**config.mk**
```make
export PLATFORM = sky130hd
export DESIGN_NAME = branch_redirect_controller
export DESIGN_NICKNAME = d
export VERILOG_FILES = /design/src/rtl/branch_redirect_controller.sv
export SDC_FILE = /design/constraint.sdc
export NUM_CORES = 1
export LEC_CHECK = 0
export CAP_MARGIN = 20
export CORE_MARGIN = 2
export CORE_UTILIZATION = 44
export DETAILED_ROUTE_END_ITERATION = 10
export GPL_TIMING_DRIVEN = 0
export PLACE_DENSITY_LB_ADDON = 0.05
export SLEW_MARGIN = 15
export SYNTH_ARGS = -nofsm -noshare
export SYNTH_HDL_FRONTEND = slang
export SYNTH_SLANG_ARGS = --single-unit
```
**constraint.sdc**
```tcl
create_clock -name clk -period 2.3 [get_ports clk]
set_input_delay 0.23 -clock clk [delete_from_list [all_inputs] [get_ports clk]]
set_output_delay 0.23 -clock clk [all_outputs]
set_load 0.05 [all_outputs]
```
**src/rtl/branch_redirect_controller.sv**
```systemverilog
// branch_redirect_controller
//   Sequences control-flow resolution between EX, the instruction cache and
//   fetch/decode. An accepted branch/jump/FENCE.I is latched, an I-cache flush
//   is run for FENCE.I, a redirect is offered to fetch until accepted, and a
//   one-cycle branch_reset releases decode from its branch-wait stall.
//
//   state      | meaning
//   -----------+-----------------------------------------------------------
//   IDLE       | waiting for a resolved control-flow instruction from EX
//   FLUSH_WAIT | FENCE.I accepted, I-cache invalidate requested
//   REDIRECT   | redirect_pc offered to fetch until fetch_ready
//   RELEASE    | one-cycle branch_reset pulse, then back to IDLE
//
// Ports
//   clk, rst_n                 clock, async active-low reset
//   stall_in                   MEM stall, blocks acceptance in IDLE only
//   ex_branch_valid/taken      resolved control-flow instruction from EX
//   ex_is_fencei               instruction is FENCE.I (implies taken)
//   ex_branch_target           resolved target (PC+4 for FENCE.I)
//   icache_flush_req/done      I-cache invalidate handshake
//   redirect_valid/pc          redirect offer to fetch
//   fetch_ready                fetch accepts the redirect
//   branch_reset               one-cycle release pulse
//   busy                       FSM not IDLE
//   redirect_count             completed redirects (wraps)
//   not_taken_count            resolved not-taken branches (wraps)
//   protocol_error             sticky protocol violation flag
module branch_redirect_controller #(
  parameter int XLEN  = 64,
  parameter int CNT_W = 32
) (
  input  logic             clk,
  input  logic             rst_n,
  input  logic             stall_in,
  input  logic             ex_branch_valid,
  input  logic             ex_branch_taken,
  input  logic             ex_is_fencei,
  input  logic [XLEN-1:0]  ex_branch_target,
  output logic             icache_flush_req,
  input  logic             icache_flush_done,
  output logic             redirect_valid,
  output logic [XLEN-1:0]  redirect_pc,
  input  logic             fetch_ready,
  output logic             branch_reset,
  output logic             busy,
  output logic [CNT_W-1:0] redirect_count,
  output logic [CNT_W-1:0] not_taken_count,
  output logic             protocol_error
);

  typedef enum logic [1:0] {
    IDLE       = 2'd0,
    FLUSH_WAIT = 2'd1,
    REDIRECT   = 2'd2,
    RELEASE    = 2'd3
  } state_t;

  localparam logic [XLEN-1:0] PC_ALIGN_MASK = ~{{(XLEN-1){1'b0}}, 1'b1};

  state_t state, state_nxt;

  logic accept;
  logic fetch_take;
  logic violation;

  assign accept     = ex_branch_valid && !stall_in && (state == IDLE);
  assign fetch_take = (state == REDIRECT) && fetch_ready;
  // fetch_ready is only legal while a redirect is being offered.
  assign violation  = (ex_branch_valid && (state != IDLE)) ||
                      (fetch_ready && (state != REDIRECT));

  // State register
  always_ff @(posedge clk or negedge rst_n) begin
    if (!rst_n) begin
      state <= IDLE;
    end else begin
      state <= state_nxt;
    end
  end

  // Next-state logic
  always_comb begin
    state_nxt = state;
    case (state)
      IDLE: begin
        if (accept) begin
          if (ex_is_fencei) begin
            state_nxt = FLUSH_WAIT;
          end else if (ex_branch_taken) begin
            state_nxt = REDIRECT;
          end else begin
            state_nxt = RELEASE;
          end
        end
      end
      FLUSH_WAIT: begin
        if (icache_flush_done) begin
          state_nxt = REDIRECT;
        end
      end
      REDIRECT: begin
        if (fetch_ready) begin
          state_nxt = RELEASE;
        end
      end
      RELEASE: begin
        state_nxt = IDLE;
      end
      default: begin
        state_nxt = IDLE;
      end
    endcase
  end

  // Moore outputs
  always_comb begin
    icache_flush_req = 1'b0;
    redirect_valid   = 1'b0;
    branch_reset     = 1'b0;
    busy             = 1'b1;
    case (state)
      IDLE:       busy             = 1'b0;
      FLUSH_WAIT: icache_flush_req = 1'b1;
      REDIRECT:   redirect_valid   = 1'b1;
      RELEASE:    branch_reset     = 1'b1;
      default:    busy             = 1'b1;
    endcase
  end

  // Redirect target, halfword aligned; only an accept may change it.
  always_ff @(posedge clk or negedge rst_n) begin
    if (!rst_n) begin
      redirect_pc <= '0;
    end else if (accept) begin
      redirect_pc <= ex_branch_target & PC_ALIGN_MASK;
    end
  end

  // Statistics
  always_ff @(posedge clk or negedge rst_n) begin
    if (!rst_n) begin
      redirect_count  <= '0;
      not_taken_count <= '0;
    end else begin
      if (fetch_take) begin
        redirect_count <= redirect_count + 1'b1;
      end
      if (accept && !ex_is_fencei && !ex_branch_taken) begin
        not_taken_count <= not_taken_count + 1'b1;
      end
    end
  end

  // Sticky protocol violation flag
  always_ff @(posedge clk or negedge rst_n) begin
    if (!rst_n) begin
      protocol_error <= 1'b0;
    end else if (violation) begin
      protocol_error <= 1'b1;
    end
  end

endmodule

```
Yosys cells after proc, flatten, opt, wreduce, memory -nomap -nowiden:

Cells that the tools add are included.

* mux-type cells: 10
* eq/ne operators: 7
* add/subtract/negate cells: 2
* reductions and logical operators: 14

Operator list (number)
* adder 32 x 1 -> 32 bit (second input constant): 2
* two-way mux 2 bit: 4
* != test 2 bit (second input constant): 4
* one-hot mux 2 bit (4 select lines): 1
* logical AND 1 bit: 7
* two-way mux 1 bit: 5
* equality test 2 bit (second input constant): 2
* zero test 1 bit: 3
* AND reduction 3 bit: 1
* equality test 2 x 1 -> 1 bit (second input constant): 1
* zero test 2 bit: 1
* nonzero test 2 bit: 1
* logical OR 1 bit: 1

* register bits: 130
* input bits: 72

Logic depth before layout (Yosys ltp):

Gate-level depths: netlist of run 1.

* depth after elaboration: 5
* gate-level depth with buffers: 7
* gate-level depth less buffers: 6

Worst setup path after synthesis of run 1:

No wires, ideal clock.

* kind: flip-flop to flip-flop
* from: register state[0]
* to: register redirect_count[25]
* library setup time: 0.141 ns
* path slack: -0.023 ns
* arrival time: 2.181 ns
* cell stages (with the launch flop): 8
* data required time: 2.159 ns
* period minus slack after synthesis: 2.323 ns
* buffers on the path: 1
* path through: dfrtp_1 -> inv_1 -> ha_1 -> nand4_1 -> nor4_1 -> buf_4 -> nand4_1 -> xnor2_1

* word-level cells in the longest chain between the ends: 2

Ends and longest elaborated chain
* from (decl): line 60 `state_t state, state_nxt;`
* from (signal assigned): line 77 `state <= state_nxt;`
* equality test 2 bit: line 67 `assign fetch_take = (state == REDIRECT) && fetch_ready;`
* logical AND 1 bit: line 67
* to (signal assigned): line 146 `redirect_count <= redirect_count + 1'b1;`
* to (decl): line 46 `output logic [CNT_W-1:0] redirect_count,`

Every way passes these cells.
A chain may end at the register's enable or synchronous reset.

Final worst setup path of run 1:

* from: register state[1]
* to: output icache_flush_req

* word-level cells in the longest chain between the ends: 2

Ends and longest elaborated chain
* equality test 2 x 1 -> 1 bit: line 121 `case (state)`
* two-way mux 1 bit: line 121
* to (decl): line 39 `output logic icache_flush_req,`

Every way passes these cells.

==> impl_summary.txt, run 1 <==
----------------------------------------------------
[Clock tree]
  Number of setup buffers added after CTS ... 0
  Number of clock sinks ... 130
  Source-to-sink clock delay at the later pin of the worst-skew pair ... 410 ps
  H-tree depth ... 4
  CTS clk-pin slew, worst paths ... 50 ps
  CTS tree ... built
  Buffer depth of the longest clock path ... 2
  TritonCTS buffer count ... 17
  Buffer type at the clock tree root ... clkbuf_16

[Synth]
  Ys flop type ... dfrtp_1
  Synth cell types ... 32
  Async set-or-reset flop fraction in the synthesized netlist ... 1.000
  Share of the yosys chip area belonging to registers ... 0.5966
  Warning count from the yosys run ... 0
  Cell area after technology mapping ... 5453 µm²
  Cell count after synthesis ... 416
  Count of flip-flops with a built-in enable after synthesis ... 0
  Synthesized area per cell ... 13.11 µm²
  Number of nets produced by synthesis ... 495
  Number of synthesized register bits ... 130

[Final layout]
  Finished layout cell area ... 8303 µm²
  Most frequent cells in the layout ... 199 x clkdlybuf4s50_1, 130 x dfrtp_1, 65 x mux2_2, 54 x xnor2_1
  Commonest non-fill, non-tap cell in the layout ... clkdlybuf4s50_1
  Count of filler cells inserted in the layout ... 926
  Area taken by flip-flops and latches ... 3253 µm²
  Antenna diode instance count ... 0
  Area Growth Syn to Fin ... 52.27%
  Number of nets at the end of the flow ... 718
  Area taken by multi-input logic gates ... 2098 µm²
  Share of layout cells above drive strength 1 ... 0.1733

[Timing]
  Final-report setup violation count ... 0
  Final hold violation count ... 0
  Period minus WS final ... 2163 ps
  Post-route fraction of the period consumed by the critical path ... 0.9406
  Fin. max-slew vios ... 0
  Worst Skew ... 5.290 ps
  Headroom to the max-slew limit ... 0.4270
  Pin slew with the least headroom to its limit ... 852.9 ps
  Hold Worst Slack ... 327.9 ps
  Max Fclk ... 462.2 MHz
  Setup repair after global routing missed its margin ... false

[Pwr]
  Max VDD drop ... 0.0008968 V
  Total power divided by cell area ... 1292 nW/µm²
  Leakage ... 3.530 nW

[GRT]
  Via count of the first global-routing pass ... 4219
  Largest net degree at the start of global routing ... 79
  Combined global-route utilization of all metal layers ... 0.2036
  Wire length of the first global-routing pass ... 20820 µm
  Congestion Overflow GR ... 0
  Initial antenna violation count ... 0

[Place]
  GP Congestion ... 0.7661
  Standard cell area after detailed placement ... 7716 µm²
  Dpl hpwl ... 9604 µm
  IO buf count ... 202

[Critical path]
  Required time of the worst setup path ... 2070 ps
  Critical path peak fanout ... 4
  WS Path Type ... reg2out
  Kind of capture point of the worst setup path ... primary output
  Ordered cell list for the critical path ... inv_1 -> ha_1 -> clkdlybuf4s50_1
  Delay of the slowest cell on the worst path ... 810 ps
  Startpoint type of the worst setup path ... flop
  Max stage delay cell, worst path ... clkdlybuf4s50_1
  Arrival time of data at the critical path endpoint ... 1930 ps

[Status]
  Result of the run ... finished clean

[Routing]
  Via Count ... 4080
  Routed Wire Length ... 13200 µm
  Detailed-route DRC error count ... 0
  Vias per cell ... 4.976
  WL/cell ... 16.10 µm
  Number of violations reported at the end of detailed-routing iteration 0 ... 194
  Router iterations before antenna repair ... 4
  Count of antenna-violating nets left after detailed routing ... 0

[Floorplanning]
  Placement Rows ... 40
  I/O pin total ... 205
  Die outline width ... 115.3 µm
  Effective utilization at floorplan ... 0.4521
  Core Area ... 12060 µm²
  Total Die Area ... 13300 µm²
  Height of the die ... 115.3 µm

[Run]
  Max_cap viols ... 0

[Min path]
  Worst min-delay path class ... in2async

----------------------------------------------------
what timing repair did:
| action | 4_1_cts | 5_1_grt |
|---|---|---|
| endpoints found under the hold margin | 52 | 0 |
| hold buffers | 1 | 0 |
| setup endpoints to repair | 0 | 66 |
| resized for setup | 0 | 7 |
final timing paths:
path	slack [ps]	end	from	cells after the start
setup / recovery	140	icache_flush_req	state[1]$_DFFE_PN0P_	3
setup reg to reg	220	redirect_count[25]$_DFFE_PN0P_	state[0]$_DFFE_PN0P_	7
hold reg to reg	470	redirect_count[31]$_DFFE_PN0P_	redirect_count[31]$_DFFE_PN0P_	1
min in group clk	430	redirect_pc[41]$_DFFE_PN0P_	ex_branch_target[41]	2
hold / removal	330	redirect_count[27]$_DFFE_PN0P_	rst_n	2
max in group asynchronous	1210	not_taken_count[10]$_DFFE_PN0P_	rst_n	3
sequential cells by signal, indices dropped and copies added, names as in the netlist:
signal / count
not_taken_count: 32
protocol_error: 1
redirect_count: 32
redirect_pc: 63
state: 2
per-stage QoR:
step           setup WS (ps)    util  std cells  total power [mW]  setup TNS (ps)
2_1_floorplan          184.9       -        416             6.512               0
3_3_place_gp           -4107  0.6373        786             8.193         -532660
3_5_place_dp           17.74  0.6397        787             8.282               0
4_1_cts                16.01  0.6864        820             10.83               0
5_1_grt                23.62  0.6884        820             11.18               0
6_report               136.5  0.6884        820             10.73               0
power breakdown:
part           internal [mW]  leakage (nW)  switching (mW)  total (mW)
sequential              2.93          1.67           0.360        3.29
clock                   1.59         0.275           0.915        2.51
combinational           1.79          1.58            3.13        4.93
layer usage:
metal | global-route usage | up-vias | wire (µm)
met5 | 0 | - | 0
met4 | 0.09398 | 0 | 366
met3 | 0.06062 | 27 | 820
met2 | 0.3353 | 146 | 6445
met1 | 0.2466 | 2003 | 5566
li1 | - | 1904 | -
worst max-delay path: cells and delay by family, from the launching register on:
kind / cells / cell delay (ps)
adder cells (fa/ha/maj): 1 / 200
buffers and inverters: 2 / 920
flip-flops: 1 / 410
cell type report:
cell class,count,area share
tap,168,0.02532
multi-input combinational,261,0.2527
timing repair buffer,204,0.2488
sequential,130,0.3918
buffer,14,0.009795
inverter,11,0.004973
clock inverter,5,0.006028
clock buffer,27,0.06058
cells in the mapped netlist (4+ instances only):
cell     number  area, µm²
dfrtp_1     130       3253
mux2_2       65      732.0
xnor2_1      54      473.0
nand3_1      27      135.1
nand4_1      27      168.9
nand2_1      19      71.32
inv_1        11      41.29
and3_1       10      62.56
nor3_1       10      50.05
nor2_1        8      30.03
xor2_1        8      70.07
buf_2         7      35.03
ha_1          7      87.58
and2_1        5      31.28
nor4_1        4      25.02
cells by family (layout without fill, tap and decap cells):
family / Yosys count / count (layout) / share of synthesized area
compound gates: 6 / 6 / 0.006655
mux: 66 / 66 / 0.1361
simple gates: 119 / 119 / 0.1221
fa+ha+maj: 7 / 7 / 0.01606
flops: 130 / 130 / 0.5966
other cells: 1 / 1 / 0.0006877
buf+inv: 25 / 261 / 0.02226
xor+xnor: 62 / 62 / 0.09959
Power figures use the tool's default switching activity.
==> inputs of run 2 (changes only) <==
--- a/config.mk
+++ b/config.mk
@@ -6,6 +6,7 @@
 export NUM_CORES = 1
 export LEC_CHECK = 0
 export CAP_MARGIN = 20
+export CORE_ASPECT_RATIO = 1.25
 export CORE_MARGIN = 2
 export CORE_UTILIZATION = 44
 export DETAILED_ROUTE_END_ITERATION = 10
==> impl_summary.txt, run 2 (same netlist as run 1, synthesis figures left out) <==
----------------------------------------------------
[Final layout]
  Number of nets at the end of the flow ... 718
  Number of standard cells in the layout, taps in and fillers out ... 816
  Share of layout cells above drive strength 1 ... 0.1794
  Count of filler cells inserted in the layout ... 891
  Commonest non-fill, non-tap cell in the layout ... clkdlybuf4s50_1
  Area Growth Syn to Fin ... 53.03%
  Largest registers ... redirect_pc: 63 flops, not_taken_count: 32 flops, redirect_count: 32 flops
  Largest register by flop count ... redirect_pc
  Antenna diode instance count ... 0
  Finished layout cell area ... 8344 µm²
  Largest register FFs ... 63
  Core occupancy in the finished layout ... 0.6893
  Most frequent cells in the layout ... 199 x clkdlybuf4s50_1, 130 x dfrtp_1, 65 x mux2_2, 54 x xnor2_1

[Routing]
  WL/cell ... 16.00 µm
  Count of antenna-violating nets left after detailed routing ... 0
  Via Count ... 4070
  Routed Wire Length ... 13050 µm
  Router iterations before antenna repair ... 4
  Vias per cell ... 4.988
  Detailed-route DRC error count ... 0
  Number of violations reported at the end of detailed-routing iteration 0 ... 105

[Floorplanning]
  Die outline width ... 103.6 µm
  Effective utilization at floorplan ... 0.4504
  Height of the die ... 128.5 µm
  Core Area ... 12110 µm²
  Total Die Area ... 13300 µm²
  I/O pin total ... 205
  Placement Rows ... 45

[Clock tree]
  CTS tree ... built
  Source-to-sink clock delay at the later pin of the worst-skew pair ... 410 ps
  Buffer depth of the longest clock path ... 2
  Buffer type at the clock tree root ... clkbuf_16
  Number of setup buffers added after CTS ... 0
  TritonCTS buffer count ... 17
  Number of clock sinks ... 130
  H-tree depth ... 4
  CTS clk-pin slew, worst paths ... 50 ps

[Pwr]
  Clock power share ... 0.248
  Total power divided by cell area ... 1309 nW/µm²
  Combinational group share of total power ... 0.451
  NetSw ... 4.468 mW
  Int Pwr ... 6.452 mW
  Relative contribution of sequential cells to total power ... 0.301
  Total power of the final layout ... 10.92 mW
  Max VDD drop ... 0.0009929 V
  Fraction of power spent switching nets ... 0.4092
  Leakage ... 3.540 nW

[Timing]
  Pin slew with the least headroom to its limit ... 857.3 ps
  Post-layout worst setup margin ... 140.0 ps
  Final hold violation count ... 0
  Final-report setup violation count ... 0
  Final-layout setup total negative slack ... 0 ps
  Hold Worst Slack ... 373.7 ps
  Post-route fraction of the period consumed by the critical path ... 0.9392
  Setup repair after global routing missed its margin ... false
  Headroom to the max-slew limit ... 0.4241
  Period minus WS final ... 2160 ps
  Max Fclk ... 463.0 MHz
  Fin. max-slew vios ... 0
  Worst Skew ... 7.344 ps

[Status]
  Result of the run ... finished clean

[Critical path]
  Worst-case reg-to-reg path depth ... 7
  Startpoint type of the worst setup path ... flop
  Required time of the worst setup path ... 2070 ps
  Delay of the slowest cell on the worst path ... 810 ps
  Destination of the worst register-to-register timing path ... redirect_count[29]$_DFFE_PN0P_
  Buf+Inv Stages, Crit Path ... 2
  Max stage delay cell, worst path ... clkdlybuf4s50_1
  Crit-path leading delay family ... buffers and inverters
  WS Path Type ... reg2out
  Ordered cell list for the critical path ... inv_1 -> ha_1 -> clkdlybuf4s50_1
  Arrival time of data at the critical path endpoint ... 1930 ps
  Register-to-Register Setup Slack ... 210 ps
  Kind of capture point of the worst setup path ... primary output
  Critical path peak fanout ... 4
  RR Startpoint ... state[0]$_DFFE_PN0P_

[Place]
  Placed cell count ... 783
  Setup slack at placement ... 11.86 ps
  Dpl hpwl ... 9530 µm
  Standard cell area after detailed placement ... 7711 µm²
  GP Congestion ... 0.7401
  IO buf count ... 202

[GRT]
  Congestion Overflow GR ... 0
  Wire length of the first global-routing pass ... 20880 µm
  Combined global-route utilization of all metal layers ... 0.1998
  Via count of the first global-routing pass ... 4173
  Largest net degree at the start of global routing ... 72
  Initial antenna violation count ... 0

[Min path]
  Worst min-delay path class ... in2async

[Run]
  Max_cap viols ... 0

----------------------------------------------------
==> run 2: repair_timing <==
action                                 in CTS  in global routing
endpoints found under the hold margin      59                  0
hold buffers                                1                  0
setup endpoints to repair                   0                 61
gates resized for setup                     0                  6
==> run 2: layout make-up <==
| type | count | area (µm²) | area share |
|---|---|---|---|
| flip-flops and latches | 130 | 3253 | 0.3899 |
| multi-input cells | 261 | 2093 | 0.2509 |
| repair buffers | 204 | 2066 | 0.2476 |
| clock buffers | 19 | 442.9 | 0.05308 |
| well taps | 164 | 205.2 | 0.02459 |
| clock inverters | 13 | 161.4 | 0.01934 |
| plain buffers | 14 | 81.33 | 0.009747 |
| inverters | 11 | 41.29 | 0.004948 |
==> run 2: power groups by stage <==
stage,Sequential (mW),Clock (mW),Combinational [mW]
after floorplan,5.49,0,1.02
after global placement,3.29,0,4.89
after detailed placement,3.33,0,4.96
after CTS,3.29,2.76,4.97
after global routing,3.38,2.87,5.11
final,3.28,2.71,4.92
==> run 2: per-layer routing <==
layer  GRT usage  part of all wire  vias to the layer above  routed length, µm
met5           0                 0                        -                  0
met4     0.07949             0.018                        0                236
met3     0.05978             0.058                       19                751
met2      0.3502              0.53                      124               6874
met1      0.2324              0.40                     2019               5191
li1            -                 -                     1908                  -
==> run 2: worst max-delay path by stage <==
stage	start	endpoint	slack [ps]	cells past startpoint
after floorplan	state[0]$_DFFE_PN0P_	redirect_count[25]$_DFFE_PN0P_	180	7
after global placement	rst_n	redirect_pc[11]$_DFFE_PN0P_	-4120	1
after detailed placement	state[1]$_DFFE_PN0P_	redirect_pc[22]$_DFFE_PN0P_	10	6
after CTS	state[1]$_DFFE_PN0P_	redirect_pc[22]$_DFFE_PN0P_	8	6
after global routing	state[0]$_DFFE_PN0P_	redirect_count[29]$_DFFE_PN0P_	30	7
final	state[1]$_DFFE_PN0P_	icache_flush_req	140	3
